$ cat src/rtl/esp32_btn_spi_slave_pkg.sv
// Shared types and constants for the ESP32 button SPI slave and its debouncer.
package esp32_btn_pkg;

  typedef enum logic {
    IDLE,
    SHIFT
  } spi_state_t;

  // Byte indices within a frame
  localparam int C_FRAME_BTN_LEVEL = 0;
  localparam int C_FRAME_BTN_EVENT = 1;

  localparam int C_SYNC_STAGES = 2;

  function automatic logic [1:0] sat_inc(input logic [1:0] value, input logic [1:0] limit);
    return (value >= limit) ? limit : value + 2'd1;
  endfunction

endpackage

$ cat src/rtl/esp32_btn_spi_slave_if.sv
// SPI pins shared with the OLED bus; the ESP32 is master, this block the slave.
interface esp32_btn_spi_slave_if;

  logic spi_csn;
  logic spi_clk;
  logic spi_mosi;
  logic spi_miso;
  logic spi_miso_oe;

  modport master (
    output spi_csn,
    output spi_clk,
    output spi_mosi,
    input  spi_miso,
    input  spi_miso_oe
  );

  modport slave (
    input  spi_csn,
    input  spi_clk,
    input  spi_mosi,
    output spi_miso,
    output spi_miso_oe
  );

endinterface

$ cat src/rtl/esp32_btn_spi_slave_debounce.sv
// Button synchroniser, tick prescaler and two-sample history debouncer.
// A level is accepted only after two consecutive ticks agree on it.
module btn_debounce
  import esp32_btn_pkg::*;
#(
  parameter int                    C_btn_bits      = 7,
  parameter logic [C_btn_bits-1:0] C_btn_invert    = 7'b0000001,
  parameter int                    C_debounce_bits = 16
) (
  input  logic                  clk_25mhz,
  input  logic                  reset,
  input  logic [C_btn_bits-1:0] btn,
  output logic [C_btn_bits-1:0] btn_debounced
);

  logic [C_SYNC_STAGES-1:0][C_btn_bits-1:0] btn_sync;
  logic [C_debounce_bits-1:0]               prescale;
  logic [C_btn_bits-1:0]                    hist_new;
  logic [C_btn_bits-1:0]                    hist_old;
  logic [C_btn_bits-1:0]                    agree;
  logic                                     tick;

  assign tick  = &prescale;
  assign agree = ~(hist_new ^ hist_old);

  // NOTE: sequential state uses non-blocking assignments only, so every
  // register samples the pre-edge values regardless of statement order.
  always_ff @(posedge clk_25mhz) begin
    if (reset) begin
      btn_sync      <= {C_SYNC_STAGES{C_btn_invert}};
      prescale      <= '0;
      hist_new      <= '0;
      hist_old      <= '0;
      btn_debounced <= '0;
    end else begin
      btn_sync <= {btn_sync[C_SYNC_STAGES-2:0], btn};
      prescale <= prescale + C_debounce_bits'(1);
      if (tick) begin
        hist_new <= btn_sync[C_SYNC_STAGES-1] ^ C_btn_invert;
        hist_old <= hist_new;
      end
      btn_debounced <= (hist_new & agree) | (btn_debounced & ~agree);
    end
  end

endmodule

$ cat src/rtl/esp32_btn_spi_slave.sv
// Mode-0 SPI slave in the clk_25mhz domain: serves debounced button levels and
// sticky press events to the ESP32 and captures the first MOSI byte as a command.
module esp32_btn_spi_slave
  import esp32_btn_pkg::*;
#(
  parameter int                    C_btn_bits      = 7,
  parameter logic [C_btn_bits-1:0] C_btn_invert    = 7'b0000001,
  parameter int                    C_debounce_bits = 16
) (
  input  logic                  clk_25mhz,
  input  logic                  reset,
  input  logic [C_btn_bits-1:0] btn,
  esp32_btn_spi_slave_if.slave  spi,
  output logic [C_btn_bits-1:0] btn_debounced,
  output logic [C_btn_bits-1:0] btn_event,
  output logic [7:0]            cmd_byte,
  output logic                  cmd_valid
);

  localparam logic [1:0] BYTE_LEVEL = 2'(C_FRAME_BTN_LEVEL);
  localparam logic [1:0] BYTE_EVENT = 2'(C_FRAME_BTN_EVENT);
  localparam logic [1:0] BYTE_LIMIT = 2'd2;

  spi_state_t            state;
  logic [C_SYNC_STAGES:0] csn_sh;
  logic [C_SYNC_STAGES:0] sclk_sh;
  logic [C_SYNC_STAGES-1:0] mosi_sh;
  logic                  csn_rise, csn_fall, sclk_rise, sclk_fall, mosi_s;
  logic [7:0]            tx;
  logic [6:0]            rx;
  logic [2:0]            bit_cnt;
  logic [1:0]            byte_cnt;
  logic                  load_next;
  logic                  miso_oe;
  logic [C_btn_bits-1:0] snapshot;
  logic [C_btn_bits-1:0] clear_mask;
  logic [C_btn_bits-1:0] deb_prev;
  logic                  byte_done;

  btn_debounce #(
    .C_btn_bits     (C_btn_bits),
    .C_btn_invert   (C_btn_invert),
    .C_debounce_bits(C_debounce_bits)
  ) u_debounce (
    .clk_25mhz    (clk_25mhz),
    .reset        (reset),
    .btn          (btn),
    .btn_debounced(btn_debounced)
  );

  // The CSn chain resets low so a CSn held low through reset is not seen as a
  // fresh falling edge; the interrupted frame is dropped until CSn toggles.
  always_ff @(posedge clk_25mhz) begin
    if (reset) begin
      csn_sh  <= '0;
      sclk_sh <= '0;
      mosi_sh <= '0;
    end else begin
      csn_sh  <= {csn_sh[C_SYNC_STAGES-1:0], spi.spi_csn};
      sclk_sh <= {sclk_sh[C_SYNC_STAGES-1:0], spi.spi_clk};
      mosi_sh <= {mosi_sh[C_SYNC_STAGES-2:0], spi.spi_mosi};
    end
  end

  assign csn_rise  =  csn_sh[C_SYNC_STAGES-1]  & ~csn_sh[C_SYNC_STAGES];
  assign csn_fall  = ~csn_sh[C_SYNC_STAGES-1]  &  csn_sh[C_SYNC_STAGES];
  assign sclk_rise =  sclk_sh[C_SYNC_STAGES-1] & ~sclk_sh[C_SYNC_STAGES];
  assign sclk_fall = ~sclk_sh[C_SYNC_STAGES-1] &  sclk_sh[C_SYNC_STAGES];
  assign mosi_s    =  mosi_sh[C_SYNC_STAGES-1];

  assign byte_done = (state == SHIFT) && !csn_rise && sclk_rise && (bit_cnt == 3'd7);

  // NOTE: every signal assigned in always_comb gets a default first, so no
  // path through the block leaves it holding a value (no inferred latch).
  always_comb begin
    clear_mask = '0;
    if (byte_done && byte_cnt == BYTE_EVENT) begin
      clear_mask = snapshot;
    end
  end

  // A new press in the same cycle as a clear survives.
  always_ff @(posedge clk_25mhz) begin
    if (reset) begin
      deb_prev  <= '0;
      btn_event <= '0;
    end else begin
      deb_prev  <= btn_debounced;
      btn_event <= (btn_event & ~clear_mask) | (btn_debounced & ~deb_prev);
    end
  end

  always_ff @(posedge clk_25mhz) begin
    if (reset) begin
      state     <= IDLE;
      tx        <= '0;
      rx        <= '0;
      bit_cnt   <= '0;
      byte_cnt  <= '0;
      load_next <= 1'b0;
      snapshot  <= '0;
      miso_oe   <= 1'b0;
      cmd_byte  <= '0;
      cmd_valid <= 1'b0;
    end else begin
      cmd_valid <= 1'b0;
      case (state)
        IDLE: begin
          if (csn_fall) begin
            state     <= SHIFT;
            miso_oe   <= 1'b1;
            tx        <= 8'(btn_debounced);
            bit_cnt   <= '0;
            byte_cnt  <= '0;
            load_next <= 1'b0;
          end
        end
        SHIFT: begin
          if (csn_rise) begin
            state   <= IDLE;
            miso_oe <= 1'b0;
          end else if (sclk_rise) begin
            rx      <= {rx[5:0], mosi_s};
            bit_cnt <= bit_cnt + 3'd1;
            if (bit_cnt == 3'd7) begin
              load_next <= 1'b1;
              byte_cnt  <= sat_inc(byte_cnt, BYTE_LIMIT);
              if (byte_cnt == BYTE_LEVEL) begin
                cmd_byte  <= {rx, mosi_s};
                cmd_valid <= 1'b1;
              end
            end
          end else if (sclk_fall) begin
            if (load_next) begin
              load_next <= 1'b0;
              if (byte_cnt == BYTE_EVENT) begin
                tx       <= 8'(btn_event);
                snapshot <= btn_event;
              end else begin
                tx <= 8'h00;
              end
            end else begin
              tx <= {tx[6:0], 1'b0};
            end
          end
        end
      endcase
    end
  end

  assign spi.spi_miso    = tx[7];
  assign spi.spi_miso_oe = miso_oe;

endmodule

$ cat src/flat_wrapper.sv
// flat-port wrapper written by rule: the top's interface ports become plain ports
module esp32_btn_spi_slave_flat import esp32_btn_pkg::*;
#(
  parameter int                    C_btn_bits      = 7,
  parameter logic [C_btn_bits-1:0] C_btn_invert    = 7'b0000001,
  parameter int                    C_debounce_bits = 16
)
  (clk_25mhz, reset, btn, btn_debounced, btn_event, cmd_byte, cmd_valid, spi_spi_csn, spi_spi_clk, spi_spi_mosi, spi_spi_miso, spi_spi_miso_oe);
  esp32_btn_spi_slave_if spi_i ();
  input  logic clk_25mhz;
  input  logic reset;
  input  logic [C_btn_bits-1:0] btn;
  output logic [C_btn_bits-1:0] btn_debounced;
  output logic [C_btn_bits-1:0] btn_event;
  output logic [7:0] cmd_byte;
  output logic cmd_valid;
  input wire logic [$bits(spi_i.spi_csn)-1:0] spi_spi_csn;
  input wire logic [$bits(spi_i.spi_clk)-1:0] spi_spi_clk;
  input wire logic [$bits(spi_i.spi_mosi)-1:0] spi_spi_mosi;
  output wire logic [$bits(spi_i.spi_miso)-1:0] spi_spi_miso;
  output wire logic [$bits(spi_i.spi_miso_oe)-1:0] spi_spi_miso_oe;
  assign spi_i.spi_csn = spi_spi_csn;
  assign spi_i.spi_clk = spi_spi_clk;
  assign spi_i.spi_mosi = spi_spi_mosi;
  assign spi_spi_miso = spi_i.spi_miso;
  assign spi_spi_miso_oe = spi_i.spi_miso_oe;
  esp32_btn_spi_slave #(.C_btn_bits(C_btn_bits), .C_btn_invert(C_btn_invert), .C_debounce_bits(C_debounce_bits)) u_core (.clk_25mhz(clk_25mhz), .reset(reset), .btn(btn), .spi(spi_i), .btn_debounced(btn_debounced), .btn_event(btn_event), .cmd_byte(cmd_byte), .cmd_valid(cmd_valid));
endmodule
$ cat config.mk
export PLATFORM = sky130hd
export DESIGN_NAME = esp32_btn_spi_slave_flat
export DESIGN_NICKNAME = d
export VERILOG_FILES = /design/src/rtl/esp32_btn_spi_slave_pkg.sv /design/src/rtl/esp32_btn_spi_slave_if.sv /design/src/rtl/esp32_btn_spi_slave_debounce.sv /design/src/rtl/esp32_btn_spi_slave.sv /design/src/flat_wrapper.sv
export SDC_FILE = /design/constraint.sdc
export NUM_CORES = 1
export LEC_CHECK = 0
export CORE_ASPECT_RATIO = 0.9
export CORE_UTILIZATION = 50
export CTS_CLUSTER_DIAMETER = 150
export CTS_CLUSTER_SIZE = 8
export DETAILED_ROUTE_END_ITERATION = 8
export GPL_ROUTABILITY_DRIVEN = 0
export PLACE_DENSITY = 0.7
export SYNTH_ARGS = -nofsm -noshare
export SYNTH_HDL_FRONTEND = slang
export SYNTH_HIERARCHICAL = 1
export SYNTH_SLANG_ARGS = --single-unit
$ cat constraint.sdc
create_clock -name clk_25mhz -period 1.6 [get_ports clk_25mhz]
set_input_delay 0.16 -clock clk_25mhz [delete_from_list [all_inputs] [get_ports clk_25mhz]]
set_output_delay 0.16 -clock clk_25mhz [all_outputs]
set_load 0.03 [all_outputs]
# Yosys cells after proc, flatten, opt, wreduce, memory -nomap -nowiden
# Index checks and enable logic that the tools add are counted.
[totals] reg_bits=112 output_inout_bits=25 word_cells=107
[op_classes] add_sub_neg=3 order_cmp=1 n_eq_ne=11 muxes=31 bitwise_logic=24 reduce_logical=16
[op_table] operator="$mux W8" count=5
[op_table] operator="$and A7 B7 Y7" count=4
[op_table] operator="$not A7 Y7" count=4
[op_table] operator="$add A16 B1 Y16 const B" count=1
[op_table] operator="$pmux W8 S2" count=1
[op_table] operator="$reduce_and A16 Y1" count=1
[op_table] operator="$mux W7" count=2
[op_table] operator="$or A7 B7 Y7" count=2
[op_table] operator="$ne A2 B2 Y1 const B" count=6
[op_table] operator="$reduce_and A4 Y1" count=3
[op_table] operator="$mux W1" count=10
[op_table] operator="$mux W2" count=5
[op_table] operator="$mux W3" count=3
[op_table] operator="$not A1 Y1" count=9
[op_table] operator="$xor A7 B7 Y7" count=1
[op_table] operator="$ne A3 B3 Y1 const B" count=2
[op_table] operator="$pmux W1 S2" count=3
[op_table] operator="$pmux W3 S2" count=1
[op_table] operator="$reduce_and A3 Y1" count=2
[op_table] operator="$reduce_and A6 Y1" count=1
[op_table] operator="$reduce_and A5 Y1" count=1
[op_table] operator="$reduce_or A5 Y1" count=1
[op_table] operator="$and A1 B1 Y1" count=4
[op_table] operator="$logic_and A1 B1 Y1" count=4
[op_table] operator="10 further kinds" count=10

# Logic depth before layout (Yosys ltp)
[depth] ltp_word=11 ltp_mapped=6

# Hierarchy
# Netlist, hierarchy kept.
[by_module_without_submodules] module="esp32_btn_spi_slave" instances=1 cells_per_inst=266 area_per_inst_um2=2582.5 seq_area_each_um2=1221.2
[by_module_without_submodules] module="btn_debounce" instances=1 cells_per_inst=182 area_per_inst_um2=1875.5 seq_area_each_um2=1021.0

# Least setup slack after synthesis
# OpenSTA, ideal clock, no wires.
[synth_path] path_type="register to register" startpoint="register u_core.u_debounce.prescale[0]" endpoint="register u_core.u_debounce.hist_old[0]" arrival_time_ns=1.427 t_required_ns=1.479 setup_slack_ns=0.052 path_stages_with_launch=6 path_buffers=0 synth_period_minus_slack_ns=1.548 path_cell_list="dfxtp_1 ha_1 and4_4 nand4_4 nor2_8 mux2_2"
[synth_via] elab_chain_cells=1
[synth_lines] element="from (decl)" line="esp32_btn_spi_slave_debounce.sv:17" text="logic [C_debounce_bits-1:0] prescale;"
[synth_lines] element="from (signal assigned)" line="esp32_btn_spi_slave_debounce.sv:37" text="prescale <= prescale + C_debounce_bits'(1);"
[synth_lines] element="$reduce_and A16 Y1" line="esp32_btn_spi_slave_debounce.sv:23" text="assign tick = &prescale;"
[synth_lines] element="to (signal assigned)" line="esp32_btn_spi_slave_debounce.sv:40" text="hist_old <= hist_new;"
[synth_lines] element="to (decl)" line="esp32_btn_spi_slave_debounce.sv:19" text="logic [C_btn_bits-1:0] hist_old;"
# No other way between the ends.
# A chain may end at the register's enable or synchronous reset.

# Final worst setup path
[layout_path] startpoint="register u_core.btn_event[2]" endpoint="output port btn_event[2]"
[layout_rtl] element="from (decl)" line="esp32_btn_spi_slave.sv:15" text="output logic [C_btn_bits-1:0] btn_event,"
[layout_rtl] element="from (signal assigned)" line="esp32_btn_spi_slave.sv:89" text="btn_event <= (btn_event & ~clear_mask) | (btn_debounced & ~deb_prev);"
[layout_rtl] element="to (decl)" line="flat_wrapper.sv:14" text="output logic [C_btn_bits-1:0] btn_event;"
# No word-level cell between the ends.

==> flow_summary_export.csv <==
group,metric,value,unit
die,start_util,51.8,%
synthesis,synth_seq_area_share,50.3,%
synthesis,yosysMostFrequentCell,"dfxtp_1",
power,switchingPower,0.00124,W
timing,hold_ws,0.251,ns
drt,drc,0,
power,clock_power_share,34.8,%
critical_path,crit_required,1.44,ns
power,switching_share,24.7,%
timing,tightestPinTransition,0.538,ns
cts,cts_tree,"yes",
timing,relSlewSlack,64.1,%
synthesis,syn_avg_cell_area,9.95,µm²
place,io_buffers,36,
timing,fmax,641,MHz
power,p_leak,2.12,nW
synthesis,synth.area.top_cells,"dfxtp_1 50%, nand2b_1 4.8%, nor2b_1 4.6%",
cts,htreeDepth,3,
critical_path,cp_top_family,"buffers and inverters",
synthesis,synth_edf_count,0,
cts,numCtsBuffers,9,
layout,drive_above_1_share,13.9,%
critical_path,r2r_start,"u_core/u_debounce/prescale[0]",
layout,finish.instance_area,5300,µm²
drt,viasPerCell,5.44,
critical_path,arrival,1.40,ns
power,peakVddDrop,0.000619,V
synthesis,ys_seq_elements,112,
synthesis,synth_top_area_share,50.3,%
worst_hold_path,hold_start,"reset",
synthesis,synth_warnings,6,
critical_path,worstPathMaxFanout,3,
worst_hold_path,hold_depth,2,
global_route,grt-ovfl-total,0,
drt,wl_per_cell,13.6,µm
timing,period_minus_slack,1.56,ns
die,dieHeight,91.6,µm
cts,clock-root-buffer,"clkbuf_8",
global_route,grt_first_pass_wirelength,14600,µm
cts,cts.sinks,112,
global_route,antenna_found_initial,0,
layout,antenna_cells,0,
synthesis,synth_fp_nets,463,
synthesis,synthArstFlopShare,0,%
layout,syn_to_final_growth,18.9,%
cts,clk_pin_slew,0.11,ns
cts,postCtsHoldBufs,0,
place,placed_area,5020,µm²
global_route,grt_max_degree,63,
critical_path,critPathLaunch,"u_core/btn_event[2]",
drt,firstDrtPassIters,4,
die,num_rows,32,
synthesis,synth_common_cells,"112 x dfxtp_1, 34 x nand2b_1, 33 x nor2b_1",
timing,fin_crit_sh,97.6,%
critical_path,r2r_cells,5,
global_route,grt_pass1_vias,3192,
cts,clockBufferDepth,2,
critical_path,crit_type,"flip-flop to output pin",
critical_path,cp_cell_sequence,"clkdlybuf4s50_1",
critical_path,r2r-end,"u_core/u_debounce/hist_old[0]",
synthesis,ys.flop_type,"dfxtp_1",
drt,antenna_left,0,
run,drv_cap,0,
drt,finalWirelength,8370,µm
power,sequentialPowerShare,58.0,%
timing,fin_skew,0.0113,ns
timing,drv_slew,0,
drt,num_vias,3354,
timing,rsz0062_at_grt,"no",
synthesis,synth_top_cell_by_area,"dfxtp_1",
die,dieArea,9300,µm²
critical_path,slowest_delay,0.68,ns
worst_hold_path,hold_class,"primary input to flip-flop",
timing,setup_viol,0,
timing,hold_violations,0,
die,pin_count,37,
critical_path,end_kind,"output pin",
timing,fin_setup_tns,0,ns
critical_path,r2r_setup_slack,0.09,ns
worst_hold_path,min_delay_worst_endpoint,"u_core/u_debounce/btn_sync[9]",
critical_path,worst-path-buf-inv,1,
die,die_w,102,µm
power,p_int,0.00378,W
power,pwr-share-comb,7.3,%
layout,finalNetCount,507,
cts,worstSkewPairLatency,0.36,ns
global_route,grt_use_total,19.8,%
synthesis,ys_types,51,
synthesis,syn_inst,448,
run_status,outcome,"completed",
synthesis,netlist_area,4460,µm²
drt,dr.first_iter.drc_count,99,
power,power_density,946,nW/µm²
die,core_area,8610,µm²
critical_path,start_kind,"flip-flop",
critical_path,crit_slowest_cell,"clkdlybuf4s50_1",
place,hpwl,5640,µm
-- final cells by class --
cell class	instances	area (µm²)
timing repair buffer	64	598
multi-input combinational	296	2060
sequential	112	2240
clock buffer	9	124
tap	119	149
clock inverter	7	87.6
inverter	9	33.8
fill	723	3310
-- state kept, by name, indices dropped and copies added (netlist names), 2 cells and up, named ones only --
name and flops:
u_core/sclk_sh 3, u_core/btn_event 7, u_core/byte_cnt 2, u_core/u_debounce/btn_sync 14, u_core/u_debounce/hist_old 7, u_core/rx 7, u_core/cmd_byte 8, u_core/mosi_sh 2
u_core/csn_sh 3, u_core/snapshot 7, u_core/u_debounce/prescale 16, u_core/deb_prev 7, u_core/bit_cnt 3, u_core/tx 8, u_core/u_debounce/hist_new 7
-- power by group through the flow --
stage | sequential, W | combinational, W | clock, W
final | 0.00291 | 0.000364 | 0.00174
after global routing | 0.00292 | 0.000395 | 0.00193
after CTS | 0.00291 | 0.000365 | 0.00181
after detailed placement | 0.00297 | 0.000370 | 0
after global placement | 0.00297 | 0.000365 | 0
after floorplan | 0.00302 | 0.000166 | 0
-- through the flow --
stage	cells	util (%)	total power [W]	setup WS, ns
after floorplan	448	-	0.00319	0.0524
after global placement	598	58.3	0.00333	0.0968
after detailed placement	598	58.3	0.00334	0.00823
after CTS	614	60.7	0.00508	0.000394
after global routing	616	61.6	0.00524	0.000364
final	616	61.6	0.00501	0.0388
-- kinds of logic after synthesis --
group | synth area share (%)
AND/OR/NAND/NOR | 23.8
flip-flops | 50.3
AO/OA/AOI/OAI | 13.8
buffers and inverters | 4.18
multiplexers | 4.77
XOR/XNOR | 2.36
adder cells (fa/ha/maj) | 0.842
-- cell usage in the layout, fill, tap and decap left out, types with 2 or more instances in the layout --
| master | instances |
|---|---|
| xor2_1 | 11 |
| o21ai_0 | 17 |
| o31ai_1 | 14 |
| clkdlybuf4s50_1 | 16 |
| clkbuf_8 | 9 |
| clkinv_4 | 3 |
| ha_1 | 2 |
| nor2_1 | 23 |
| o311ai_0 | 4 |
| dlymetal6s2s_1 | 11 |
| nand2_1 | 16 |
| a221oi_1 | 13 |
| buf_4 | 28 |
| dlygate4sd2_1 | 8 |
| nand2b_1 | 34 |
| or2_2 | 2 |
| a21oi_1 | 31 |
| mux2i_1 | 19 |
| and4_4 | 3 |
| a2bb2oi_1 | 8 |
| inv_8 | 2 |
| nand3_1 | 4 |
| inv_1 | 8 |
| and3b_1 | 6 |
| nor2b_1 | 33 |
| nand4_1 | 23 |
| dfxtp_1 | 111 |
| and3_1 | 3 |
| and2b_1 | 2 |
| or3_1 | 2 |
-- layer usage --
layer	vias to the layer above	share of wire, %	GRT usage (%)	wire (µm)
met1	1588	49	26.3	4130
met2	74	46	31.3	3860
met5	-	0	0	0
met3	8	3.3	4.39	277
met4	0	1.3	7.25	106
li1	1684	-	-	-
-- how the worst max path moves through the flow --
stage | slack (ns) | to | cells after the start
2_1_floorplan | 0.05 | u_core/u_debounce/hist_old[0] | 5
5_1_grt | 0.0004 | spi_spi_miso_oe | 1
3_5_place_dp | 0.008 | u_core/btn_event[2] | 5
4_1_cts | 0.0004 | btn_event[4] | 1
3_3_place_gp | 0.1 | u_core/u_debounce/hist_old[0] | 5
6_report | 0.04 | btn_event[2] | 1
-- what timing repair did --
action                     CTS  global route
buffers inserted             0             2
setup endpoints to repair    9            39
pin swaps                    0             2
gates resized for setup      9            21
Note: power is estimated with default switching activity, not from simulation.
